[config.mk]
export PLATFORM = sky130hd
export DESIGN_NAME = xor8_arbiter_flat
export DESIGN_NICKNAME = d
export VERILOG_FILES = /design/src/rtl/xor8_arbiter_if.sv /design/src/rtl/xor8_arbiter.sv /design/src/flat_wrapper.sv
export SDC_FILE = /design/constraint.sdc
export NUM_CORES = 1
export LEC_CHECK = 0
export BUFFER_PORTS_ARGS = -buffer_cell sky130_fd_sc_hd__buf_2
export CAP_MARGIN = 10
export CORE_UTILIZATION = 44
export DETAILED_ROUTE_END_ITERATION = 8
export PLACE_DENSITY = 0.85
export SETUP_SLACK_MARGIN = 0.05
export SLEW_MARGIN = 40
export SYNTH_ARGS = -nofsm -noshare
export SYNTH_HDL_FRONTEND = slang
export SYNTH_HIERARCHICAL = 1
export SYNTH_SLANG_ARGS = --single-unit
[constraint.sdc]
create_clock -name i_clk -period 4.25 [get_ports i_clk]
set_input_delay 0.2125 -clock i_clk [delete_from_list [all_inputs] [get_ports i_clk]]
set_output_delay 0.2125 -clock i_clk [all_outputs]
set_load 0.005 [all_outputs]
[src/rtl/xor8_arbiter_if.sv]
// Handshake bundle between two operand requesters, the shared-XOR arbiter and
// the result consumer.
interface xor8_arbiter_if;
    logic       req0_valid;
    logic [7:0] req0_a;
    logic [7:0] req0_b;
    logic       req0_ready;
    logic       req1_valid;
    logic [7:0] req1_a;
    logic [7:0] req1_b;
    logic       req1_ready;
    logic       res_valid;
    logic [7:0] res_data;
    logic       res_id;
    logic       res_ready;

    modport master (
        output req0_valid, req0_a, req0_b,
        output req1_valid, req1_a, req1_b,
        output res_ready,
        input  req0_ready, req1_ready,
        input  res_valid, res_data, res_id
    );

    modport slave (
        input  req0_valid, req0_a, req0_b,
        input  req1_valid, req1_a, req1_b,
        input  res_ready,
        output req0_ready, req1_ready,
        output res_valid, res_data, res_id
    );
endinterface

[src/rtl/xor8_arbiter.sv]
// Round-robin arbiter sharing one XOR8 gate unit between two requesters,
// with a one-entry result register tagged by requester id.

module xor8 (
    input  logic [7:0] i_a,
    input  logic [7:0] i_b,
    output logic [7:0] o_y
);
    for (genvar g = 0; g < 8; g++) begin : g_bit
        xor u_xor (o_y[g], i_a[g], i_b[g]);
    end
endmodule

// state    | meaning
// ST_EMPTY | result register holds nothing
// ST_FULL  | result register holds a result awaiting the consumer
module xor8_arbiter #(
    parameter bit RESET_PRIO = 1'b0
) (
    input  logic          i_clk,
    input  logic          i_rst,
    xor8_arbiter_if.slave io_bus
);
    localparam logic [0:0] ST_EMPTY = 1'b0;
    localparam logic [0:0] ST_FULL  = 1'b1;

    logic [0:0] r_state;
    logic       r_last;
    logic [7:0] r_res_data;
    logic       r_res_id;

    logic       w_full;
    logic       w_can_accept;
    logic       w_pick;
    logic       w_gnt0;
    logic       w_gnt1;
    logic       w_accept;
    logic [7:0] w_op_a;
    logic [7:0] w_op_b;
    logic [7:0] w_xor;

    assign w_full       = (r_state == ST_FULL);
    assign w_can_accept = !i_rst && (!w_full || io_bus.res_ready);

    // With both requesting, the one not granted last wins.
    always_comb begin
        w_pick = io_bus.req1_valid;
        if (io_bus.req0_valid && io_bus.req1_valid) begin
            w_pick = ~r_last;
        end
    end

    assign w_gnt0   = w_can_accept && io_bus.req0_valid && !w_pick;
    assign w_gnt1   = w_can_accept && io_bus.req1_valid &&  w_pick;
    assign w_accept = w_gnt0 || w_gnt1;

    assign w_op_a = w_pick ? io_bus.req1_a : io_bus.req0_a;
    assign w_op_b = w_pick ? io_bus.req1_b : io_bus.req0_b;

    xor8 u_xor8 (
        .i_a (w_op_a),
        .i_b (w_op_b),
        .o_y (w_xor)
    );

    always_ff @(posedge i_clk) begin
        if (i_rst) begin
            r_state    <= ST_EMPTY;
            r_res_data <= 8'h00;
            r_res_id   <= 1'b0;
            r_last     <= ~RESET_PRIO;
        end else if (w_accept) begin
            r_state    <= ST_FULL;
            r_res_data <= w_xor;
            r_res_id   <= w_pick;
            r_last     <= w_pick;
        end else if (w_full && io_bus.res_ready) begin
            r_state    <= ST_EMPTY;
        end
    end

    assign io_bus.req0_ready = w_gnt0;
    assign io_bus.req1_ready = w_gnt1;
    assign io_bus.res_valid  = w_full;
    assign io_bus.res_data   = r_res_data;
    assign io_bus.res_id     = r_res_id;
endmodule
[src/flat_wrapper.sv]
// flat-port wrapper written by rule: the top's interface ports become plain ports
module xor8_arbiter_flat 
#(
    parameter bit RESET_PRIO = 1'b0
)
  (i_clk, i_rst, io_bus_req0_valid, io_bus_req0_a, io_bus_req0_b, io_bus_req1_valid, io_bus_req1_a, io_bus_req1_b, io_bus_res_ready, io_bus_req0_ready, io_bus_req1_ready, io_bus_res_valid, io_bus_res_data, io_bus_res_id);
  xor8_arbiter_if io_bus_i ();
  input  logic i_clk;
  input  logic i_rst;
  input wire logic [$bits(io_bus_i.req0_valid)-1:0] io_bus_req0_valid;
  input wire logic [$bits(io_bus_i.req0_a)-1:0] io_bus_req0_a;
  input wire logic [$bits(io_bus_i.req0_b)-1:0] io_bus_req0_b;
  input wire logic [$bits(io_bus_i.req1_valid)-1:0] io_bus_req1_valid;
  input wire logic [$bits(io_bus_i.req1_a)-1:0] io_bus_req1_a;
  input wire logic [$bits(io_bus_i.req1_b)-1:0] io_bus_req1_b;
  input wire logic [$bits(io_bus_i.res_ready)-1:0] io_bus_res_ready;
  output wire logic [$bits(io_bus_i.req0_ready)-1:0] io_bus_req0_ready;
  output wire logic [$bits(io_bus_i.req1_ready)-1:0] io_bus_req1_ready;
  output wire logic [$bits(io_bus_i.res_valid)-1:0] io_bus_res_valid;
  output wire logic [$bits(io_bus_i.res_data)-1:0] io_bus_res_data;
  output wire logic [$bits(io_bus_i.res_id)-1:0] io_bus_res_id;
  assign io_bus_i.req0_valid = io_bus_req0_valid;
  assign io_bus_i.req0_a = io_bus_req0_a;
  assign io_bus_i.req0_b = io_bus_req0_b;
  assign io_bus_i.req1_valid = io_bus_req1_valid;
  assign io_bus_i.req1_a = io_bus_req1_a;
  assign io_bus_i.req1_b = io_bus_req1_b;
  assign io_bus_i.res_ready = io_bus_res_ready;
  assign io_bus_req0_ready = io_bus_i.req0_ready;
  assign io_bus_req1_ready = io_bus_i.req1_ready;
  assign io_bus_res_valid = io_bus_i.res_valid;
  assign io_bus_res_data = io_bus_i.res_data;
  assign io_bus_res_id = io_bus_i.res_id;
  xor8_arbiter #(.RESET_PRIO(RESET_PRIO)) u_core (.i_clk(i_clk), .i_rst(i_rst), .io_bus(io_bus_i));
endmodule
==> implementation parameters <==
Parameter                              Value

Run status
  Status    finished, violations left
  Failing checks    DRC

Clock tree
  Sinks on the clock net    11
  # resized after CTS    0
  CTS tree    done
  Buffer type at the clock tree root    sky130_fd_sc_hd__clkbuf_4
  Clock slew at the register clock pins of the worst setup and hold paths    0.07 ns
  Clock Tree Buf Depth    2
  Number of buffers inserted by hold repair at cts    0
  Insertion delay to the later sink of the worst-skew pair    roughly 0.26 ns
  Number of buffers created by CTS    3
  Number of levels the H-tree was split into    1
  Number of setup buffers added after CTS    0

Yosys
  Share of the yosys chip area belonging to registers    0.289
  Leading post-synthesis cells by cell area    sky130_fd_sc_hd__dfxtp_1 29%, sky130_fd_sc_hd__mux2_4 14%, sky130_fd_sc_hd__mux2_2 13%
  Fraction of synthesized cell area taken by the top area cell type    0.289
  Biggest area consumer among synthesized cells    sky130_fd_sc_hd__dfxtp_1
  Net count of the mapped netlist    118
  #FFs+latches synth    11
  YS warnings    6
  Mean instance size in the synthesized netlist    approximately 9.4 um^2
  Count of distinct cell types in the synthesized netlist    21
  Number of cells produced by synthesis    81
  Post-synthesis instance area    between 700 and 800 um^2

STA
  Final clock period utilization by the worst path    0.411
  Maximum frequency from static timing analysis    573 MHz
  Total Negative Setup Slacks    0 ns
  Max-slew violations    0
  Tightest hold margin    around 0.15 ns
  Transition time at the pin with the least slew margin    between 0.6 and 0.7 ns
  Post-route clock skew    0.00308 ns
  Final Hold Violating Endpoints    0
  Final Setup Violations    0
  Worst slew slack as a fraction of its limit    0.552
  Clock period minus worst slack    about 1.7 ns
  RSZ-0062 raised after global routing    false

Placement
  Buffers on Ports    48
  Final Wtd Congestion    between 0.7 and 0.8
  Area after DPL    ~990 um^2
  Detailed placer's ending HPWL    approximately 1400 um

Run
  MaxCap Viol Count    0

Drt
  Avg Vias per Cell    roughly 5.4
  Vias post-DR    roughly 770
  Remaining antenna violation count    0
  DRC errors left    3
  Wirelength, routed    about 1800 um
  Router iterations before antenna repair    6
  Initial drt markers    21
  DR WL/cell    roughly 13 um

Worst setup path
  Kind of start point of the critical path    flop
  Required time at the worst-slack endpoint    4.46 ns
  Top fanout value on the critical path    19
  Worst setup path class    flop to flop
  Critical path data arrival time    ~2.0 ns
  Slack of the worst reg-to-reg path    ~2.5 ns
  Endpoint class of the critical path    flop

Floorplan
  Area enclosed by the die boundary    between 0.0015 and 0.002 mm^2
  Floorplan core area    about 0.0016 mm^2
  Y dimension of the die    between 40 and 50 um
  Standard-cell rows    14
  Initial Util    0.490
  # IOs    just under 50
  Overall die width    roughly 44 um

Global route
  Via count of the first global-routing pass    between 700 and 800
  All-layer global routing usage    0.199
  Initial antenna violation count    0
  Pin count of the biggest net entering global routing    20
  Leftover overflow at the end of global routing    0
  Global-route wire length before repair    ~2900 um

Power and ir drop
  Overall power after layout    about 0.00028 W
  IR drop worst, VDD    104 uV
  Total leakage power    0.536 nW
  Power density over the cells    271 mW/mm^2

Cells and area
  Filler cells    around 140
  Storage element area    220 um^2
  Post-synthesis to final-layout area growth    33.6%
  Final Net Count    ~170
  Combined area of the multi-input logic cells    505 um^2
  Finished Cell Area    0.00102 mm^2
  Antenna Diode Count    0
  Share of cells above drive strength 1    0.543

Min path
  Kind of path behind the tightest hold check    primary input to flop
-- path summary, 6_finish.rpt --
check                  startpoint                        end  cells after the start
max reg2reg         u_core/r_last  u_core/io_bus.res_data[7]                      5
min                         i_rst       u_core/io_bus.res_id                      2
min reg2reg  u_core/io_bus.res_id       u_core/io_bus.res_id                      2
max                 u_core/r_last  u_core/io_bus.res_data[7]                      5
-- kinds of logic (layout without fill, tap and decap cells) --
kind of cell,after synthesis,count (layout),synth area share
flip-flops,11,11,0.289
AND/OR/NAND/NOR,24,24,0.164
buffers and inverters,8,54,0.0590
AO/OA/AOI/OAI,14,14,0.126
multiplexers,16,16,0.270
XOR/XNOR,8,8,0.0918
-- final cells by class --
cell class | count | share of cell area
Timing Repair Buffer | 48 | 0.236
Inverter | 2 | 0.00736
Multi-Input combinational cell | 62 | 0.496
Tap cell | 16 | 0.0196
Sequential cell | 11 | 0.216
Clock buffer | 4 | 0.0258
-- report_power, final --
group / internal, W / switching [W] / total (W)
clock: 0.0000362 / 0.0000329 / 0.0000691
sequential: 0.000114 / 0.00000604 / 0.000120
combinational: 0.0000484 / 0.0000391 / 0.0000875
-- Yosys cell counts --
cell type / instances
sky130_fd_sc_hd__nor2_1: 1
sky130_fd_sc_hd__o21ai_0: 2
sky130_fd_sc_hd__dfxtp_1: 11
sky130_fd_sc_hd__buf_6: 2
sky130_fd_sc_hd__a21boi_2: 1
sky130_fd_sc_hd__nor2b_1: 1
sky130_fd_sc_hd__xor2_1: 8
sky130_fd_sc_hd__nor4_1: 1
sky130_fd_sc_hd__clkbuf_1: 3
sky130_fd_sc_hd__nand2_1: 9
sky130_fd_sc_hd__nand4_1: 8
sky130_fd_sc_hd__or2_2: 1
sky130_fd_sc_hd__inv_1: 1
sky130_fd_sc_hd__clkinv_1: 1
sky130_fd_sc_hd__a21oi_1: 3
sky130_fd_sc_hd__o211ai_1: 8
sky130_fd_sc_hd__mux2_4: 7
sky130_fd_sc_hd__buf_1: 1
sky130_fd_sc_hd__and3_1: 2
sky130_fd_sc_hd__mux2_2: 9
sky130_fd_sc_hd__nand2b_1: 1
-- worst max-delay path: stages (launching register included) --
cell and delay, ns:
sky130_fd_sc_hd__dfxtp_1 0.35, sky130_fd_sc_hd__a21boi_4 0.56, sky130_fd_sc_hd__mux2_2 0.43, sky130_fd_sc_hd__xor2_1 0.17
sky130_fd_sc_hd__nand4_1 0.10, sky130_fd_sc_hd__nand2_1 0.08
-- flip-flops by register name, indices dropped and copies added, names as in the netlist --
signal and count:
u_core/io_bus.res_id 1, u_core/r_last 1, u_core/io_bus.res_valid 1, u_core/io_bus.res_data 8
-- metrics by stage --
step | setup slack (ns) | std cells | utilization
5_1_grt | 2.40 | 143 | 0.654
3_3_place_gp | 2.30 | 139 | 0.632
6_report | 2.50 | 143 | 0.654
4_1_cts | 2.51 | 143 | 0.654
3_5_place_dp | 2.50 | 139 | 0.637
2_1_floorplan | 2.86 | 81 | -
-- layer usage --
layer / wire length (um) / part of all wire / GRT usage
met5: 0 / 0 / 0
met4: 14 / 0.0077 / 0.0750
met3: 136 / 0.075 / 0.0208
met2: 952 / 0.53 / 0.385
met1: 706 / 0.39 / 0.216
-- cell usage in the layout (no fill, tap or decap) --
cell type / instances
sky130_fd_sc_hd__buf_2: 48
sky130_fd_sc_hd__dfxtp_1: 11
sky130_fd_sc_hd__mux2_2: 9
sky130_fd_sc_hd__nand2_1: 9
sky130_fd_sc_hd__nand4_1: 8
sky130_fd_sc_hd__o211ai_1: 8
sky130_fd_sc_hd__xor2_1: 8
sky130_fd_sc_hd__mux2_4: 7
sky130_fd_sc_hd__clkbuf_4: 3
sky130_fd_sc_hd__a21oi_1: 3
sky130_fd_sc_hd__and3_1: 2
sky130_fd_sc_hd__o21ai_0: 2
sky130_fd_sc_hd__clkbuf_1: 1
sky130_fd_sc_hd__a21boi_4: 1
sky130_fd_sc_hd__inv_1: 1
sky130_fd_sc_hd__nor2b_1: 1
sky130_fd_sc_hd__nor4_1: 1
sky130_fd_sc_hd__clkinv_1: 1
sky130_fd_sc_hd__nand2b_1: 1
sky130_fd_sc_hd__or2_2: 1
sky130_fd_sc_hd__nor2_1: 1
Power figures use the tool's default switching activity.
